## config.mk

```make
export PLATFORM = sky130hd
export DESIGN_NAME = ps2_key_event_rx
export DESIGN_NICKNAME = d
export VERILOG_FILES = /design/src/rtl/ps2_key_event_rx.sv
export SDC_FILE = /design/constraint.sdc
export NUM_CORES = 1
export LEC_CHECK = 0
export CORE_MARGIN = 2
export CORE_UTILIZATION = 24
export CTS_CLUSTER_SIZE = 20
export DETAILED_ROUTE_END_ITERATION = 12
export GPL_TIMING_DRIVEN = 0
export SETUP_SLACK_MARGIN = 0.2
export SLEW_MARGIN = 20
export SYNTH_ARGS = -nofsm -noshare
export SYNTH_HDL_FRONTEND = slang
export SYNTH_SLANG_ARGS = --single-unit
```

## constraint.sdc

```tcl
create_clock -name clk -period 6.85 [get_ports clk]
set_input_delay 1.37 -clock clk [delete_from_list [all_inputs] [get_ports clk]]
set_output_delay 1.37 -clock clk [all_outputs]
set_load 0.01 [all_outputs]
```

## src/rtl/ps2_key_event_rx.sv

```systemverilog
// ps2_key_event_rx: PS/2 keyboard receiver that decodes E0/F0 prefixes into
// {ext, break, code} key events and buffers them in a first-word-fall-through FIFO.
module ps2_key_event_rx #(
    parameter int FIFO_DEPTH     = 8,
    parameter int SYNC_STAGES    = 2,
    parameter int TIMEOUT_CYCLES = 50000
) (
    input  logic                          clk,
    input  logic                          rst,
    input  logic                          ps2_clk,
    input  logic                          ps2_data,
    input  logic                          evt_ready,
    input  logic                          clr_err,
    output logic                          evt_valid,
    output logic [7:0]                    evt_code,
    output logic                          evt_ext,
    output logic                          evt_break,
    output logic [$clog2(FIFO_DEPTH):0]   fifo_count,
    output logic [7:0]                    key_cnt,
    output logic                          parity_err,
    output logic                          frame_err,
    output logic                          overflow
);
    localparam int AW = $clog2(FIFO_DEPTH);
    localparam int CW = AW + 1;
    localparam int TW = $clog2(TIMEOUT_CYCLES + 1);

    typedef enum logic [1:0] {S_IDLE, S_EXT, S_BRK, S_EXT_BRK} state_t;

    logic [SYNC_STAGES-1:0] r_clk_sync, r_dat_sync;
    logic                   r_clk_prev;
    logic [3:0]             r_bit_cnt;
    logic [9:0]             r_shift;
    logic [TW-1:0]          r_to_cnt;
    logic                   r_byte_vld;
    logic [7:0]             r_byte;
    state_t                 r_state, w_state_nxt;
    logic [9:0]             r_mem [FIFO_DEPTH];
    logic [AW-1:0]          r_wp, r_rp;
    logic [CW-1:0]          r_count;
    logic [7:0]             r_key_cnt;
    logic                   r_par_err, r_frm_err, r_ovf;

    logic        w_clk, w_data, w_fall, w_last, w_fr_bad, w_par_bad, w_good;
    logic        w_timeout, w_abort, w_push, w_pop, w_full, w_wr, w_ext, w_brk;
    logic [10:0] w_frame;
    logic [9:0]  w_head;

    assign w_clk  = r_clk_sync[SYNC_STAGES-1];
    assign w_data = r_dat_sync[SYNC_STAGES-1];
    assign w_fall = r_clk_prev & ~w_clk;

    always_ff @(posedge clk or posedge rst) begin
        if (rst) begin
            r_clk_sync <= '1;
            r_dat_sync <= '1;
            r_clk_prev <= 1'b1;
        end else begin
            r_clk_sync <= {r_clk_sync[SYNC_STAGES-2:0], ps2_clk};
            r_dat_sync <= {r_dat_sync[SYNC_STAGES-2:0], ps2_data};
            r_clk_prev <= w_clk;
        end
    end

    // Bits arrive LSB first, so after ten edges r_shift[0] holds the start bit.
    assign w_frame   = {w_data, r_shift};
    assign w_last    = w_fall && (r_bit_cnt == 4'd10);
    assign w_fr_bad  = w_last && (w_frame[0] || !w_frame[10]);
    assign w_par_bad = w_last && !w_fr_bad && !(^w_frame[9:1]);
    assign w_good    = w_last && !w_fr_bad && (^w_frame[9:1]);
    assign w_timeout = (r_bit_cnt != 4'd0) && !w_fall && (r_to_cnt == TW'(TIMEOUT_CYCLES - 1));
    assign w_abort   = w_fr_bad || w_par_bad || w_timeout;

    always_ff @(posedge clk or posedge rst) begin
        if (rst) begin
            r_bit_cnt  <= 4'd0;
            r_shift    <= '0;
            r_to_cnt   <= '0;
            r_byte_vld <= 1'b0;
            r_byte     <= 8'd0;
        end else begin
            r_byte_vld <= w_good;
            if (w_good)
                r_byte <= w_frame[8:1];
            if (w_fall)
                r_shift <= {w_data, r_shift[9:1]};
            if (w_timeout)
                r_bit_cnt <= 4'd0;
            else if (w_fall)
                r_bit_cnt <= w_last ? 4'd0 : r_bit_cnt + 4'd1;
            if (w_fall || w_timeout || r_bit_cnt == 4'd0)
                r_to_cnt <= '0;
            else
                r_to_cnt <= r_to_cnt + TW'(1);
        end
    end

    assign w_ext = (r_state == S_EXT) || (r_state == S_EXT_BRK);
    assign w_brk = (r_state == S_BRK) || (r_state == S_EXT_BRK);

    always_ff @(posedge clk or posedge rst) begin
        if (rst)
            r_state <= S_IDLE;
        else
            r_state <= w_state_nxt;
    end

    always_comb begin
        w_state_nxt = r_state;
        w_push      = 1'b0;
        if (r_byte_vld) begin
            if (r_byte == 8'hE0)
                w_state_nxt = (r_state == S_IDLE) ? S_EXT : (r_state == S_BRK) ? S_EXT_BRK : r_state;
            else if (r_byte == 8'hF0)
                w_state_nxt = (r_state == S_IDLE) ? S_BRK : (r_state == S_EXT) ? S_EXT_BRK : r_state;
            else begin
                w_push      = 1'b1;
                w_state_nxt = S_IDLE;
            end
        end
        if (w_abort)
            w_state_nxt = S_IDLE;
    end

    // A pop frees a slot in the same cycle, so a push into a full FIFO still lands.
    assign evt_valid = (r_count != '0);
    assign w_full    = (r_count == CW'(FIFO_DEPTH));
    assign w_pop     = evt_valid && evt_ready;
    assign w_wr      = w_push && (!w_full || w_pop);
    assign w_head    = r_mem[r_rp];
    assign evt_code  = evt_valid ? w_head[7:0] : 8'd0;
    assign evt_break = evt_valid && w_head[8];
    assign evt_ext   = evt_valid && w_head[9];

    always_ff @(posedge clk) begin
        if (w_wr)
            r_mem[r_wp] <= {w_ext, w_brk, r_byte};
    end

    always_ff @(posedge clk or posedge rst) begin
        if (rst) begin
            r_wp      <= '0;
            r_rp      <= '0;
            r_count   <= '0;
            r_key_cnt <= 8'd0;
            r_par_err <= 1'b0;
            r_frm_err <= 1'b0;
            r_ovf     <= 1'b0;
        end else begin
            if (w_wr)
                r_wp <= r_wp + AW'(1);
            if (w_pop)
                r_rp <= r_rp + AW'(1);
            r_count <= r_count + CW'(w_wr) - CW'(w_pop);
            if (w_wr && !w_brk)
                r_key_cnt <= r_key_cnt + 8'd1;
            r_par_err <= (r_par_err && !clr_err) || w_par_bad;
            r_frm_err <= (r_frm_err && !clr_err) || w_fr_bad || w_timeout;
            r_ovf     <= (r_ovf && !clr_err) || (w_push && w_full && !w_pop);
        end
    end

    assign fifo_count = r_count;
    assign key_cnt    = r_key_cnt;
    assign parity_err = r_par_err;
    assign frame_err  = r_frm_err;
    assign overflow   = r_ovf;
endmodule

```

==> results.cfg, run 1 <==
[worst_hold_path]
min_path_type = flop to flop

[critical_path]
cp-end-kind = primary output
slowest_stage = mux4_2
crit_chain = buf_2 > mux4_2 > mux2i_1 > nor2_1 > clkdlybuf4s50_1
worst-setup-path-type = flop to primary output
crit_fanout = 10
slowest_delay_ns = 0.56
startpoint_type = flop
worstPathRequired_ns = 5.48
arrival_ns = 2.51

[drt]
drc = 0
wl_met1_um = 5450
dr_wl_met2_um = 5320
drtAntennaViolNets = 0
via_per_inst = 4.11
drtPass1Iterations = 4
drt_iter0_drc = 136
wl_per_cell_um = 13.6
routed.top_layer = met4
wl_um = 11300
via_count = 3430
met3WireLength_um = 388

[cells_and_area]
drive_above_1_share = 0.168
nets = 506
fill_cells = 2624
diodes = 0
syn2layout_area_growth_pct = 21.6

[logic_synthesis]
ys_ff_latch = 147
synthAdderAreaFrac = 0.0292
synth_ff_type = edfxtp_1
synth_top_family_by_area = simple AND/OR/NAND/NOR gates
yosysTopAreaCell = edfxtp_1
avgSynthCellArea_um2 = 14.5
netlist_area_um2 = 6260
synth_top_area_share = 0.383
async_flop_share = 0.456
synth_fp_nets = 453
syn_inst = 433
yosysUniqueCellTypes = 51
synth_area_leaders = edfxtp_1, dfrtp_1, mux4_2
synth_compound_area_frac = 0.0234
synth_xor_area_frac = 0.0491
yosysWarnings = 0
synthMuxAreaShare = 0.111
seq_area_frac_synth = 0.652
synth-edff-count = 80
synthSimpleGateAreaFrac = 0.113

[clock_tree]
clock_sinks = 147
clk_pin_slew_ns = 0.07
clockBufferDepth = 2
cts_buffers = 17
root_buffer = clkbuf_16
cts_tree = done
hold_buffers = 0
cts_resized = 0
h-tree-depth = 4
postCtsSetupBuffers = 0
clk_latency_ns = 0.43

[grt]
antenna_found_initial = 0
grt_pass1_wl_um = 18600
grt_overflow = 0
track_usage = 0.0912
grt_pass1_vias = 3501
grt_max_degree = 52

[power]
ir_drop_uv = 172
p_leak_nw = 3.03
power_density_nw_per_um2 = 334

[sta]
fmax_mhz = 258
slew_viol_final = 0
min_period_ns = 3.88
setup_tns_ns = 0
slew_headroom = 0.318
setup_viol_count_final = 0
rsz0062_at_grt = false
timing.final.ws_setup_ns = 2.97
hold_viol = 0
finalCritPeriodShare = 0.566
worst_pin_slew_ns = 1.02
clock_skew_ns = 0.0134

[floorplan]
die_h_um = 166
start_util = 0.242
core_area_um2 = 25800
row_count = 59
dieWidth_um = 166
ioPinCount = 32
dieArea_um2 = 27400

[placed_design]
io_buffers = 31
gp_congestion = 0.694
pre_cts_slack_ns = 2.62
dp_hpwl_um = 7780

[flow_run]
max_cap_viol_count = 0

[status]
status = finished, final reports clean
[area by class of cell]
type                       count  area (um^2)  share of cell area
tap                          335          419              0.0550
clock inverter                15          145              0.0190
clock buffer                  17          425              0.0558
multi-input combinational    252         2050               0.269
buffer                        14         63.8             0.00837
timing repair buffer          34          353              0.0463
sequential                   147         4090               0.536
inverter                      20         77.6              0.0102
[placed cells by master, fill, tap and decap left out, types with 4 or more instances in the layout]
cell type	count
mux4_2	20
nand2b_1	6
ha_1	13
xnor2_1	14
xor2_1	16
nor2_1	38
inv_1	19
mux2_2	11
dfrtp_1	62
nand3_1	13
clkbuf_16	17
nand4_1	4
nor4_1	4
inv_6	5
clkdlybuf4s50_1	31
nor3b_1	4
nor3_1	5
dfstp_2	5
mux2i_1	10
nand2_1	45
clkbuf_1	8
edfxtp_1	80
[cells by family (layout without fill, tap and decap cells)]
group | Yosys count | in the layout
and+or+nand+nor | 143 | 143
buffers and inverters | 34 | 100
AOI/OAI and AO/OA | 21 | 21
xor gates and xnor gates | 32 | 32
DFF | 147 | 147
adders and majority gates | 14 | 14
muxes | 42 | 42
[metal layers]
| metal | vias up | global-route usage |
|---|---|---|
| li1 | 1683 | - |
| met3 | 14 | 0.0287 |
| met1 | 1682 | 0.115 |
| met4 | 0 | 0.0376 |
| met2 | 51 | 0.145 |
| met5 | - | 0 |
[metrics by stage]
stage | power [W] | cells | hold WS, ns | util | cell area (um^2)
after floorplan | 0.00148 | 433 | 0.345 | - | 6260
after global placement | 0.00167 | 799 | 0.346 | 0.271 | 6990
after detailed placement | 0.00168 | 802 | 0.347 | 0.273 | 7050
after CTS | 0.00258 | 834 | 0.357 | 0.295 | 7620
after global routing | 0.00268 | 834 | 0.364 | 0.295 | 7620
final | 0.00254 | 834 | 0.356 | 0.295 | 7620
[synth_stat cells, types with 3 or more instances]
library cell and count:
o21ai_0 3, nor3_1 7, nor2_1 38, nor4_1 4, mux2i_1 10, a21o_1 3
edfxtp_1 80, mux2_2 11, nand3_1 13, ha_1 13, buf_2 3, a21oi_1 3
dfrtp_1 62, nor3b_1 4, xor2_1 16, nand2_1 45, inv_1 20, nand2b_1 6
nor2b_1 3, clkbuf_1 8, nand4_1 4, o31ai_1 3, xnor2_1 14, mux4_2 20
dfstp_2 5
[report_power, final]
| part | internal [W] | switching [W] | total, W |
|---|---|---|---|
| clock network | 0.000508 | 0.000382 | 0.000890 |
| logic | 0.000302 | 0.000284 | 0.000587 |
| registers | 0.000996 | 0.0000713 | 0.00107 |
[flip-flops by register name, indices dropped and copies added (netlist names), 2 cells and up]
signal,count
r_state,2
r_dat_sync,2
r_to_cnt,16
r_byte,8
r_bit_cnt,4
fifo_count,4
r_wp,3
r_clk_sync,2
r_mem,80
key_cnt,8
r_shift,10
r_rp,3
[critical path, delay by kind of cell, from the launching register on]
family | cells | cell delay, ns
buffers and inverters | 2 | 0.89
flip-flops | 1 | 0.42
multiplexers | 2 | 0.70
AND/OR/NAND/NOR | 1 | 0.07
[final timing paths]
check | from | to | slack, ns | cells past startpoint
max in group asynchronous | rst | r_dat_sync[1]$_DFF_PP1_ | 5.04 | 3
min in group asynchronous | rst | fifo_count[0]$_DFF_PP0_ | 1.24 | 2
hold / removal | r_dat_sync[0]$_DFF_PP1_ | r_dat_sync[1]$_DFF_PP1_ | 0.36 | 0
hold reg to reg | r_dat_sync[0]$_DFF_PP1_ | r_dat_sync[1]$_DFF_PP1_ | 0.36 | 0
setup / recovery | r_rp[0]$_DFFE_PP0N_ | evt_code[2] | 2.97 | 5
setup reg to reg | fifo_count[2]$_DFF_PP0_ | fifo_count[2]$_DFF_PP0_ | 3.99 | 11
(Power assumes the default switching activity.)
==> run 2: changes to the inputs <==
==> constraint.sdc (replaced) <==
create_clock -name clk -period 3.6 [get_ports clk]
set_input_delay 0.72 -clock clk [delete_from_list [all_inputs] [get_ports clk]]
set_output_delay 0.72 -clock clk [all_outputs]
set_load 0.01 [all_outputs]
==> run 2 against run 1 <==
Effect of this change:
- sequential cell count did not move
- via count barely moved
- die area did not move
- critical path depth did not move
- sequential power rose by 90%
- clock skew barely moved
- non-clock buffer count did not move
- core utilization barely moved
- count of clock-buffer cells in the layout did not move
- clock power rose by 90%
- wire length rose by 0.15%
- critical endpoint unchanged
- largest power group unchanged
- highest routed layer unchanged
==> results.cfg, run 2 (synthesis results as in run 1) <==
[power]
pwr-share-clk = 0.350
ir_drop_uv = 327
p_leak_nw = 3.03
internal_power_w = 0.00344
comb_power_share = 0.231
power_density_nw_per_um2 = 635
power_switching_w = 0.00140
report.power.total_w = 0.00484
power_frac_seq = 0.419
swShare = 0.290

[critical_path]
critPathCapture = evt_code[2]
crit_chain = buf_2 > mux4_2 > mux2i_1 > nor2_1 > clkdlybuf4s50_1
cp-end-kind = primary output
crit_buf_inv = 2
cp.depth = 5
worstPathRequired_ns = 2.88
r2r_cells = 11
arrival_ns = 2.51
slowest_stage = mux4_2
startpoint = r_rp[0]$_DFFE_PP0N_
r2r-start = fifo_count[2]$_DFF_PP0_
slowest_delay_ns = 0.56
worst-setup-path-type = flop to primary output
worstReg2RegEnd = fifo_count[2]$_DFF_PP0_
startpoint_type = flop
critical-path-top-delay-family = buffers and inverters
reg2reg_slack_ns = 0.74
crit_fanout = 10

[sta]
slew_viol_final = 0
finalCritPeriodShare = 0.896
rsz0062_at_grt = false
worst_pin_slew_ns = 1.04
setup_tns_ns = 0
hold_viol = 0
slew_headroom = 0.307
setup_viol_count_final = 0
fmax_mhz = 310
min_period_ns = 3.23
clock_skew_ns = 0.0134

[clock_tree]
clock_sinks = 147
clk_pin_slew_ns = 0.07
clockBufferDepth = 2
hold_buffers = 0
cts_buffers = 17
clk_latency_ns = 0.43
h-tree-depth = 4
cts_resized = 0
cts_tree = done
postCtsSetupBuffers = 0
root_buffer = clkbuf_16

[status]
status = finished, final reports clean

[floorplan]
ioPinCount = 32
dieArea_um2 = 27400
die_h_um = 166
row_count = 59
start_util = 0.242
dieWidth_um = 166
core_area_um2 = 25800

[drt]
drtAntennaViolNets = 0
drc = 0
wl_per_cell_um = 13.6
drtPass1Iterations = 4
via_per_inst = 4.12
drt_iter0_drc = 137
wl_um = 11400
via_count = 3432

[cells_and_area]
largest_reg_flops = 80
post-route-util = 0.295
nets = 506
syn2layout_area_growth_pct = 21.7
drive_above_1_share = 0.168
final_common_cell = edfxtp_1
mostFrequentLayoutCells = edfxtp_1, dfrtp_1, nand2_1
design_area_um2 = 7620
diodes = 0
largestRegisters = r_mem x80, r_to_cnt x16, r_shift x10
largest-register = r_mem

[grt]
antenna_found_initial = 0
track_usage = 0.0912
grt_pass1_vias = 3501
grt_overflow = 0
grt_max_degree = 52
grt_pass1_wl_um = 18600

[worst_hold_path]
min_path_type = flop to flop

[flow_run]
max_cap_viol_count = 0

[placed_design]
dp_hpwl_um = 7780
gp_congestion = 0.694
io_buffers = 31
placed_cell_area_um2 = 7050
-- run 2: layout make-up --
cell class              count  area, um^2
fillers                  2623       18200
flip-flops and latches    147        4090
multi-input cells         252        2050
clock buffers              17         425
well taps                 335         419
repair buffers             34         353
clock inverters            15         145
inverters                  20        77.6
plain buffers              14        66.3
-- run 2: routing by layer --
layer / vias up / GRT usage / wire [um]
met5: - / 0 / 0
li1: 1684 / - / -
met2: 45 / 0.145 / 5330
met1: 1689 / 0.115 / 5490
met3: 14 / 0.0287 / 352
met4: 0 / 0.0376 / 189
-- run 2: per-stage QoR --
step	hold WS (ns)	cells	worst slack (ns)
global placement	0.346	799	-0.403
global route	0.364	834	0.209
floorplan	0.345	433	0.922
detailed placement	0.347	802	0.0194
CTS	0.357	834	0.314
finish	0.356	834	0.374
-- run 2: worst min-delay path by stage --
| stage | from | endpoint | slack, ns | cells after the start |
|---|---|---|---|---|
| 6_report | r_dat_sync[0]$_DFF_PP1_ | r_dat_sync[1]$_DFF_PP1_ | 0.36 | 0 |
| 5_1_grt | r_dat_sync[0]$_DFF_PP1_ | r_dat_sync[1]$_DFF_PP1_ | 0.36 | 0 |
| 4_1_cts | r_dat_sync[0]$_DFF_PP1_ | r_dat_sync[1]$_DFF_PP1_ | 0.36 | 0 |
| 3_5_place_dp | r_dat_sync[0]$_DFF_PP1_ | r_dat_sync[1]$_DFF_PP1_ | 0.35 | 0 |
| 3_3_place_gp | r_clk_sync[0]$_DFF_PP1_ | r_clk_sync[1]$_DFF_PP1_ | 0.35 | 0 |
| 2_1_floorplan | r_clk_sync[0]$_DFF_PP1_ | r_clk_sync[1]$_DFF_PP1_ | 0.35 | 0 |
-- run 2: power by group through the flow --
stage | registers [W] | logic (W) | clock network, W
final | 0.00203 | 0.00112 | 0.00169
after global routing | 0.00205 | 0.00126 | 0.00181
after CTS | 0.00203 | 0.00115 | 0.00173
after detailed placement | 0.00206 | 0.00114 | 0
after global placement | 0.00206 | 0.00112 | 0
after floorplan | 0.00204 | 0.000774 | 0
